## src/rtl/acc_ctrl_pkg.sv

```systemverilog
// Shared constants and types for the accumulator controller: state codes,
// opcode map, ALU op codes and the instruction class latched in decode.
package acc_ctrl_pkg;

   typedef enum logic [2:0] {
      S_IF   = 3'd0,
      S_ID   = 3'd1,
      S_EX   = 3'd2,
      S_MEM  = 3'd3,
      S_BR   = 3'd4,
      S_HALT = 3'd5,
      S_TRAP = 3'd6
   } state_t;

   localparam int unsigned OP_ADD = 0;
   localparam int unsigned OP_SUB = 1;
   localparam int unsigned OP_AND = 2;
   localparam int unsigned OP_NOT = 3;
   localparam int unsigned OP_LDA = 4;
   localparam int unsigned OP_STA = 5;
   localparam int unsigned OP_JMP = 6;
   localparam int unsigned OP_JZ  = 7;
   localparam int unsigned OP_OR  = 8;
   localparam int unsigned OP_XOR = 9;
   localparam int unsigned OP_JNZ = 10;
   localparam int unsigned OP_HLT = 11;

   localparam int unsigned ALU_ADD = 0;
   localparam int unsigned ALU_SUB = 1;
   localparam int unsigned ALU_AND = 2;
   localparam int unsigned ALU_NOT = 3;
   localparam int unsigned ALU_OR  = 4;
   localparam int unsigned ALU_XOR = 5;

   localparam int unsigned ALU_CW = 3;
   localparam int unsigned CNT_W  = 8;

   typedef enum logic [3:0] {
      C_NONE = 4'd0,
      C_ALU  = 4'd1,
      C_NOT  = 4'd2,
      C_LDA  = 4'd3,
      C_STA  = 4'd4,
      C_JMP  = 4'd5,
      C_JZ   = 4'd6,
      C_JNZ  = 4'd7,
      C_HLT  = 4'd8,
      C_ILL  = 4'd9
   } cls_t;

   typedef struct packed {
      cls_t              cls;
      logic [ALU_CW-1:0] alu;
   } dec_t;

   // Map the low opcode nibble to an instruction class and ALU operation.
   function automatic dec_t decode(input logic [3:0] op);
      dec_t d;
      d.cls = C_ILL;
      d.alu = ALU_CW'(ALU_ADD);
      case (op)
         4'(OP_ADD): begin d.cls = C_ALU; d.alu = ALU_CW'(ALU_ADD); end
         4'(OP_SUB): begin d.cls = C_ALU; d.alu = ALU_CW'(ALU_SUB); end
         4'(OP_AND): begin d.cls = C_ALU; d.alu = ALU_CW'(ALU_AND); end
         4'(OP_NOT): begin d.cls = C_NOT; d.alu = ALU_CW'(ALU_NOT); end
         4'(OP_OR):  begin d.cls = C_ALU; d.alu = ALU_CW'(ALU_OR);  end
         4'(OP_XOR): begin d.cls = C_ALU; d.alu = ALU_CW'(ALU_XOR); end
         4'(OP_LDA): d.cls = C_LDA;
         4'(OP_STA): d.cls = C_STA;
         4'(OP_JMP): d.cls = C_JMP;
         4'(OP_JZ):  d.cls = C_JZ;
         4'(OP_JNZ): d.cls = C_JNZ;
         4'(OP_HLT): d.cls = C_HLT;
         default:    d.cls = C_ILL;
      endcase
      return d;
   endfunction

endpackage

```

## src/rtl/mem_wait_timer.sv

```systemverilog
// Memory wait counter: counts stalled cycles and flags when TMO is reached.
module mem_wait_timer
   import acc_ctrl_pkg::*;
#(
   parameter int unsigned TMO = 15
) (
   input  logic clk,
   input  logic rst,
   input  logic clr,
   input  logic en,
   output logic expired
);

   logic [CNT_W-1:0] cnt;

   // Saturates at TMO so a lingering enable cannot wrap the count.
   always_ff @(posedge clk or posedge rst) begin
      if (rst) begin
         cnt <= '0;
      end else if (clr) begin
         cnt <= '0;
      end else if (en && !expired) begin
         cnt <= cnt + CNT_W'(1);
      end
   end

   assign expired = (cnt == CNT_W'(TMO));

endmodule

```

## src/rtl/acc_ctrl_param.sv

```systemverilog
// Multi-cycle accumulator CPU control FSM with memory wait timeout trap.
module acc_ctrl_param
   import acc_ctrl_pkg::*;
#(
   parameter int unsigned OPW  = 4,
   parameter int unsigned ALUW = 3,
   parameter int unsigned TMO  = 15
) (
   input  logic            clk,
   input  logic            rst,
   input  logic [OPW-1:0]  opcode,
   input  logic            zero,
   input  logic            mem_ack,
   output logic            mem_req,
   output logic            mem_we,
   output logic            ld_ir,
   output logic            ld_mdr,
   output logic            ld_acc,
   output logic            pc_write,
   output logic            acc_src,
   output logic            iord,
   output logic            a_src,
   output logic            pc_src,
   output logic [1:0]      b_src,
   output logic [ALUW-1:0] alu_op,
   output logic            halted,
   output logic            trap,
   output logic [2:0]      state
);

   state_t st_q, st_d;
   dec_t   dec_q, dec_id;
   logic   op_ok, tmr_clr, tmr_en, expired;

   // Opcodes wider than the nibble map are illegal unless upper bits are zero.
   assign op_ok = ((opcode >> 4) == '0);

   always_comb begin
      dec_id = decode(opcode[3:0]);
      if (!op_ok) dec_id.cls = C_ILL;
   end

   always_ff @(posedge clk or posedge rst) begin
      if (rst) begin
         st_q  <= S_IF;
         dec_q <= '0;
      end else begin
         st_q <= st_d;
         if (st_q == S_ID) dec_q <= dec_id;
      end
   end

   mem_wait_timer #(.TMO(TMO)) u_timer (
      .clk     (clk),
      .rst     (rst),
      .clr     (tmr_clr),
      .en      (tmr_en),
      .expired (expired)
   );

   always_comb begin
      st_d     = st_q;
      tmr_clr  = 1'b1;
      tmr_en   = 1'b0;
      mem_req  = 1'b0;
      mem_we   = 1'b0;
      ld_ir    = 1'b0;
      ld_mdr   = 1'b0;
      ld_acc   = 1'b0;
      pc_write = 1'b0;
      acc_src  = 1'b0;
      iord     = 1'b0;
      a_src    = 1'b0;
      pc_src   = 1'b0;
      b_src    = 2'b00;
      alu_op   = '0;
      halted   = 1'b0;
      trap     = 1'b0;

      case (st_q)
         S_IF: begin
            mem_req  = 1'b1;
            b_src    = 2'b01;
            alu_op   = ALUW'(ALU_ADD);
            ld_ir    = mem_ack;
            pc_write = mem_ack;
            tmr_clr  = mem_ack;
            tmr_en   = !mem_ack;
            if (mem_ack)      st_d = S_ID;
            else if (expired) st_d = S_TRAP;
         end

         S_ID: begin
            case (dec_id.cls)
               C_ALU, C_LDA, C_STA: st_d = S_MEM;
               C_NOT:               st_d = S_EX;
               C_JMP, C_JZ, C_JNZ:  st_d = S_BR;
               C_HLT:               st_d = S_HALT;
               default:             st_d = S_TRAP;
            endcase
         end

         S_MEM: begin
            mem_req = 1'b1;
            iord    = 1'b1;
            tmr_clr = mem_ack;
            tmr_en  = !mem_ack;
            if (dec_q.cls == C_STA) mem_we = 1'b1;
            else                    ld_mdr = mem_ack;
            if (mem_ack)      st_d = (dec_q.cls == C_STA) ? S_IF : S_EX;
            else if (expired) st_d = S_TRAP;
         end

         S_EX: begin
            ld_acc = 1'b1;
            if (dec_q.cls == C_LDA) begin
               acc_src = 1'b1;
            end else begin
               a_src  = 1'b1;
               alu_op = ALUW'(dec_q.alu);
            end
            st_d = S_IF;
         end

         S_BR: begin
            pc_src   = 1'b1;
            pc_write = (dec_q.cls == C_JMP) ||
                       ((dec_q.cls == C_JZ)  &&  zero) ||
                       ((dec_q.cls == C_JNZ) && !zero);
            st_d     = S_IF;
         end

         S_HALT: halted = 1'b1;

         S_TRAP: trap = 1'b1;

         default: st_d = S_TRAP;
      endcase
   end

   assign state = st_q;

endmodule

```

## config.mk

```make
export PLATFORM = sky130hd
export DESIGN_NAME = acc_ctrl_param
export DESIGN_NICKNAME = d
export VERILOG_FILES = /design/src/rtl/acc_ctrl_pkg.sv /design/src/rtl/mem_wait_timer.sv /design/src/rtl/acc_ctrl_param.sv
export SDC_FILE = /design/constraint.sdc
export NUM_CORES = 1
export LEC_CHECK = 0
export ABC_AREA = 1
export CORE_ASPECT_RATIO = 1.1
export CORE_UTILIZATION = 49
export CTS_BUF_LIST = sky130_fd_sc_hd__clkbuf_16
export DETAILED_ROUTE_END_ITERATION = 10
export PLACE_DENSITY = 0.78
export SLEW_MARGIN = 30
export SYNTH_ARGS = -nofsm -noshare
export SYNTH_HDL_FRONTEND = slang
export SYNTH_SLANG_ARGS = --single-unit
```

## constraint.sdc

```tcl
create_clock -name clk -period 1.4 [get_ports clk]
set_input_delay 0.21 -clock clk [delete_from_list [all_inputs] [get_ports clk]]
set_output_delay 0.21 -clock clk [all_outputs]
set_load 0.005 [all_outputs]
```

Word level (Yosys, flattened, before mapping)

Memories as Yosys holds them, arrays and structs flattened.
Index checks and enable logic that the tools add are counted.

Flip-flop bits (word level): 18
Memory bits (read-only): 48
Input port bits: 8
Output and inout bits: 20
Word-level logic and storage cells: 74
Memories: 1

Memories:

| memory          | depth | bits a word | read ports | clocked after memory_dff | write ports | line                 | RTL |
|---|---|---|---|---|---|---|---|
| (no name shown) | 16    | 3           | 1          | 0                        | 0           | acc_ctrl_param.sv:94 | `case (dec_id.cls)` |

$add $sub $neg: 1
Equal/unequal tests: 23
Mux-type cells: 30
Reductions and logical operators: 15

Operators with widths:

| operator                                            | count |
|---|---|
| equality test 4 x 3 -> 1 bit, second input constant | 8 |
| one-hot mux 4 bit (8 select lines)                  | 1 |
| one-hot mux 3 bit (5 select lines)                  | 2 |
| two-way mux 1 bit                                   | 18 |
| equality test 4 bit, second input constant          | 4 |
| two-way mux 8 bit                                   | 2 |
| two-way mux 3 bit                                   | 5 |
| equality test 4 x 2 -> 1 bit, second input constant | 3 |
| equality test 3 bit, second input constant          | 3 |
| adder 8 x 1 -> 8 bit, second input constant         | 1 |
| equality test 8 x 4 -> 1 bit, second input constant | 1 |
| equality test 3 x 2 -> 1 bit, second input constant | 2 |
| OR reduction 2 bit                                  | 3 |
| OR reduction 5 bit                                  | 1 |
| equality test 4 x 1 -> 1 bit, second input constant | 1 |
| zero test 4 bit                                     | 1 |
| equality test 3 x 1 -> 1 bit, second input constant | 1 |
| logical AND 1 bit                                   | 3 |
| zero test 1 bit                                     | 3 |
| zero test 3 bit                                     | 1 |
| logical OR 1 bit                                    | 2 |
| two-way mux 2 bit                                   | 1 |
| one-hot mux 1 bit (2 select lines)                  | 1 |
| nonzero test 2 bit                                  | 1 |

Longest topological paths before layout

Depth in word-level cells: 6
Mapped depth: 7
Depth with buffers taken out: 7

Hierarchy

Synthesis repeated with hierarchy kept, for this count alone.

Cell total of the unflattened synthesis: 185
Area, all modules: 1253.7 µm²

Modules (own cells, without submodules):

| module         | instances | cells an instance | area an instance (µm²) | sequential area each (µm²) |
|---|---|---|---|---|
| acc_ctrl_param | 1         | 117               | 757.0                  | 250.2 |
| mem_wait_timer | 1         | 68                | 496.7                  | 200.2 |

Least setup slack after synthesis

No wires, ideal clock.

Kind: reg2out
Start point: register st_q[0], in the netlist state[0]
End point: output alu_op[0]
Arrival time: 0.980 ns
Data required time: 1.190 ns
Setup slack: 0.210 ns
Stages on the path, launching flop included: 5
Path buffers: 1
Path through: dfrtp_1 buf_6 nor3_2 nand2_1 nor2_1

Word-level cells in the longest chain between the ends: 2

Ends and longest elaborated chain:

| item                         | line                 | RTL |
|---|---|---|
| start: declaration           | acc_ctrl_param.sv:31 | `state_t st_q, st_d;` |
| start signal: assignment     | acc_ctrl_param.sv:48 | `st_q <= st_d;` |
| equality test 3 x 2 -> 1 bit | acc_ctrl_param.sv:80 | `case (st_q)` |
| two-way mux 3 bit            | acc_ctrl_param.sv:80 |  |
| end: declaration             | acc_ctrl_param.sv:25 | `output logic [ALUW-1:0] alu_op,` |

Every way passes these cells.

Worst setup path in the final report

Start point: register st_q[1], in the netlist state[1]
End point: output pc_write

Word-level cells in the longest chain between the ends: 2
Elaborated cells on any way between the ends: 3
Classes of those cells: eq/ne (1); mux (1); reduce/logical (1)

Ends and longest elaborated chain:

| item                                                          | line                 | RTL |
|---|---|---|
| equality test 3 bit / zero test 3 bit (equally long branches) | acc_ctrl_param.sv:80 |  |
| one-hot mux 1 bit (2 select lines) (*)                        | acc_ctrl_param.sv:80 |  |
| end: declaration                                              | acc_ctrl_param.sv:19 | `output logic pc_write,` |

Every way passes the cells marked *; elsewhere a longest branch is shown, timed or not.

==> flow_summary_export.csv <==
group,metric,value,unit
synthesis,synthArstFlopShare,1.00,
sta,setup_tns,-4880,ps
layout,area.growth.synth_to_final,74.2,%
drt,drc,0,
floorplan,pin_count,28,
drt,antenna_left,0,
worst_setup_path,path_max_fanout,5,
sta,finalHoldViolations,0,
layout,ff_latch_area,454,um^2
sta,layout_min_cycle_time,1790,ps
power,ir_drop,1.53,mV
clock_network,cts_tree,"done",
sta,fmax,557,MHz
floorplan,initial_core_util,0.533,
worst_setup_path,rrSetupSlack,-350,ps
worst_setup_path,critPathKind,"flip-flop to output pin",
placed_design,portBuffers,26,
clock_network,numCtsBuffers,3,
worst_setup_path,rr_worst_depth,8,
layout,fin_nets,265,
sta,setup_violations,25,
clock_network,postCtsHoldBufs,0,
sta,fin_crit_sh,1.28,
clock_network,clockRootBuffer,"clkbuf_16",
power,clockPowerShare,0.146,
synthesis,synth_ff_type,"dfrtp_1",
power,power_frac_seq,0.197,
status,violations,"setup timing",
sta,timing.final.ws_setup,-394,ps
floorplan,die_area,2730,um^2
floorplan,coreArea,2320,um^2
power,power.static_leakage,1.09,nW
power,p_per_area,1890,nW/um^2
sta,finalMaxSlewViolations,0,
sta,hold_ws,297,ps
placed_design,placed_cell_area,1710,um^2
synthesis,synth-edff-count,0,
drt,wl_per_cell,21.0,um
placed_design,gp_congestion,0.839,
power,netSwitchingPower,1.70,mW
power,fin_total_pwr,4.06,mW
synthesis,postSynthAreaPerCell,7.06,um^2
drt,routed_via_density,6.09,
power,intPower,2.36,mW
global_route,grt_first_pass_wirelength,7030,um
synthesis,synth_seq_area_share,0.364,
sta,rsz0062_at_grt,"yes",
layout,multi_input_area,773,um^2
worst_setup_path,worstPathArrival,1580,ps
layout,stdcell_area,2150,um^2
drt,finalWirelength,5980,um
placed_design,dp_hpwl,2520,um
power,pwr-share-comb,0.658,
floorplan,die_h,54.7,um
synthesis,synthCells,175,
global_route,first_global_vias,1482,
clock_network,clk_latency,250,ps
synthesis,synth.distinct_cells,29,
hold_path,min_path_type,"input pin to asynchronous set/reset pin",
synthesis,synth.most_common_cell,"nand2_1",
worst_setup_path,crit_path_end_kind,"output pin",
layout,antennaDiodeCount,0,
worst_setup_path,critical_path.startpoint_type,"flip-flop",
synthesis,ys_seq_elements,18,
flow_run,cap_violations,0,
synthesis,yosysWarnings,0,
synthesis,synth_area_leaders,"dfrtp_1 (36%), nand2_1 (12%), nor2_1 (7.9%)",
clock_network,clk_pin_slew,60,ps
global_route,grt_max_degree,19,
layout,nFillCells,89,
synthesis,synth_top_area_frac,0.364,
synthesis,syn_area,1240,um^2
power,switching_share,0.420,
drt,drt_iter0_markers,87,
layout,drive_gt1_frac,0.455,
global_route,overflow,0,
global_route,antenna_found_initial,0,
synthesis,yosys-top-cells-count,"nand2_1 (39), nor2_1 (26), inv_1 (25), dfrtp_1 (18), nand3_1 (13)",
clock_network,cts.sink_count,18,
status,outcome,"complete, but fails checks",
worst_setup_path,worst-endpoint-required,1190,ps
drt,dr.pass1.iters,4,
floorplan,row_count,18,
floorplan,die_w,49.9,um
synthesis,synth_area_leader_cell,"dfrtp_1",
clock_network,cts_htree_levels,1,
global_route,grt_usage,0.364,
sta,finalClockSkew,3.35,ps
drt,via_count,1735,
clock_network,cts_buffer_depth,2,
synthesis,synth_nets,184,
## area by class of cell
cell class                 count  share of cell area
multi-input combinational    124               0.359
timing repair buffer          79               0.313
sequential                    18               0.211
inverter                      29              0.0598
clock buffer                   3              0.0349
tap                           30              0.0174
timing repair inverter         1             0.00291
clock inverter                 1             0.00174
## stage by stage
step / std cells / worst slack (ps) / util
6_report: 285 / -394 / 0.928
5_1_grt: 285 / -465 / 0.928
4_1_cts: 277 / -228 / 0.850
3_5_place_dp: 254 / -402 / 0.736
3_3_place_gp: 254 / -321 / 0.736
2_1_floorplan: 175 / 210 / -
## registers in the layout, summed over array words and instances (netlist names)
name and count:
u_timer.cnt 8, state 3, dec_q 7
## final timing paths
| check | startpoint | to |
|---|---|---|
| worst max-delay path | state[1] | pc_write |
| worst min-delay path | rst | u_timer.cnt[6] |
| worst max register to register | state[1] | u_timer.cnt[2] |
| worst min register to register | dec_q[2] | dec_q[2] |
| max in group asynchronous | rst | state[1] |
| min in group clk | dec_q[2] | dec_q[2] |
## critical path: stages (launching register included)
cell     delay [ps]
dfrtp_2         450
buf_12          150
buf_4           130
nor2_4          130
nand2_4         100
o21ai_1         210
buf_2           160
## power groups by stage
| stage | Sequential [mW] | Combinational, mW | Clock [mW] |
|---|---|---|---|
| after floorplan | 0.755 | 0.836 | 0 |
| after detailed placement | 0.790 | 1.62 | 0 |
| final | 0.798 | 2.67 | 0.592 |
| after global placement | 0.782 | 1.55 | 0 |
| after global routing | 0.808 | 2.77 | 0.602 |
| after CTS | 0.772 | 2.11 | 0.578 |
## logic make-up after synthesis
| logic type | after synthesis | share of synthesized area |
|---|---|---|
| AO/OA/AOI/OAI | 21 | 0.103 |
| adder cells (fa/ha/maj) | 1 | 0.0101 |
| buffers and inverters | 33 | 0.123 |
| AND/OR/NAND/NOR | 100 | 0.389 |
| XOR/XNOR | 1 | 0.00709 |
| flip-flops | 18 | 0.364 |
| other | 1 | 0.00303 |
## metal layers
layer	track usage	share of wire	up-vias
met1	0.395	0.33	784
met5	0	0	-
met2	0.694	0.48	168
li1	-	-	712
met3	0.0472	0.095	71
met4	0.210	0.10	0
## cells in the final DEF, fill, tap and decap left out, drive strengths merged
cell type / instances
a21oi: 4
a31oi: 1
buf: 69
clkbuf: 4
clkdlybuf4s15: 1
clkdlybuf4s50: 7
clkinv: 2
conb: 1
dfrtp: 18
dlygate4sd2: 1
ha: 1
inv: 29
nand2: 42
nand3: 15
nand3b: 2
nand4: 2
nor2: 31
nor3: 7
nor4: 1
o21ai: 14
o21bai: 1
o22ai: 1
xor2: 1
## timing repair
action                                  CTS  global route
endpoints found under the setup margin   25            34
gates resized for setup                 103            30
buffers inserted                         20             9
pin swaps                                18            10
cloned                                    0             1
No activity file was read; power rests on OpenSTA's default activity.
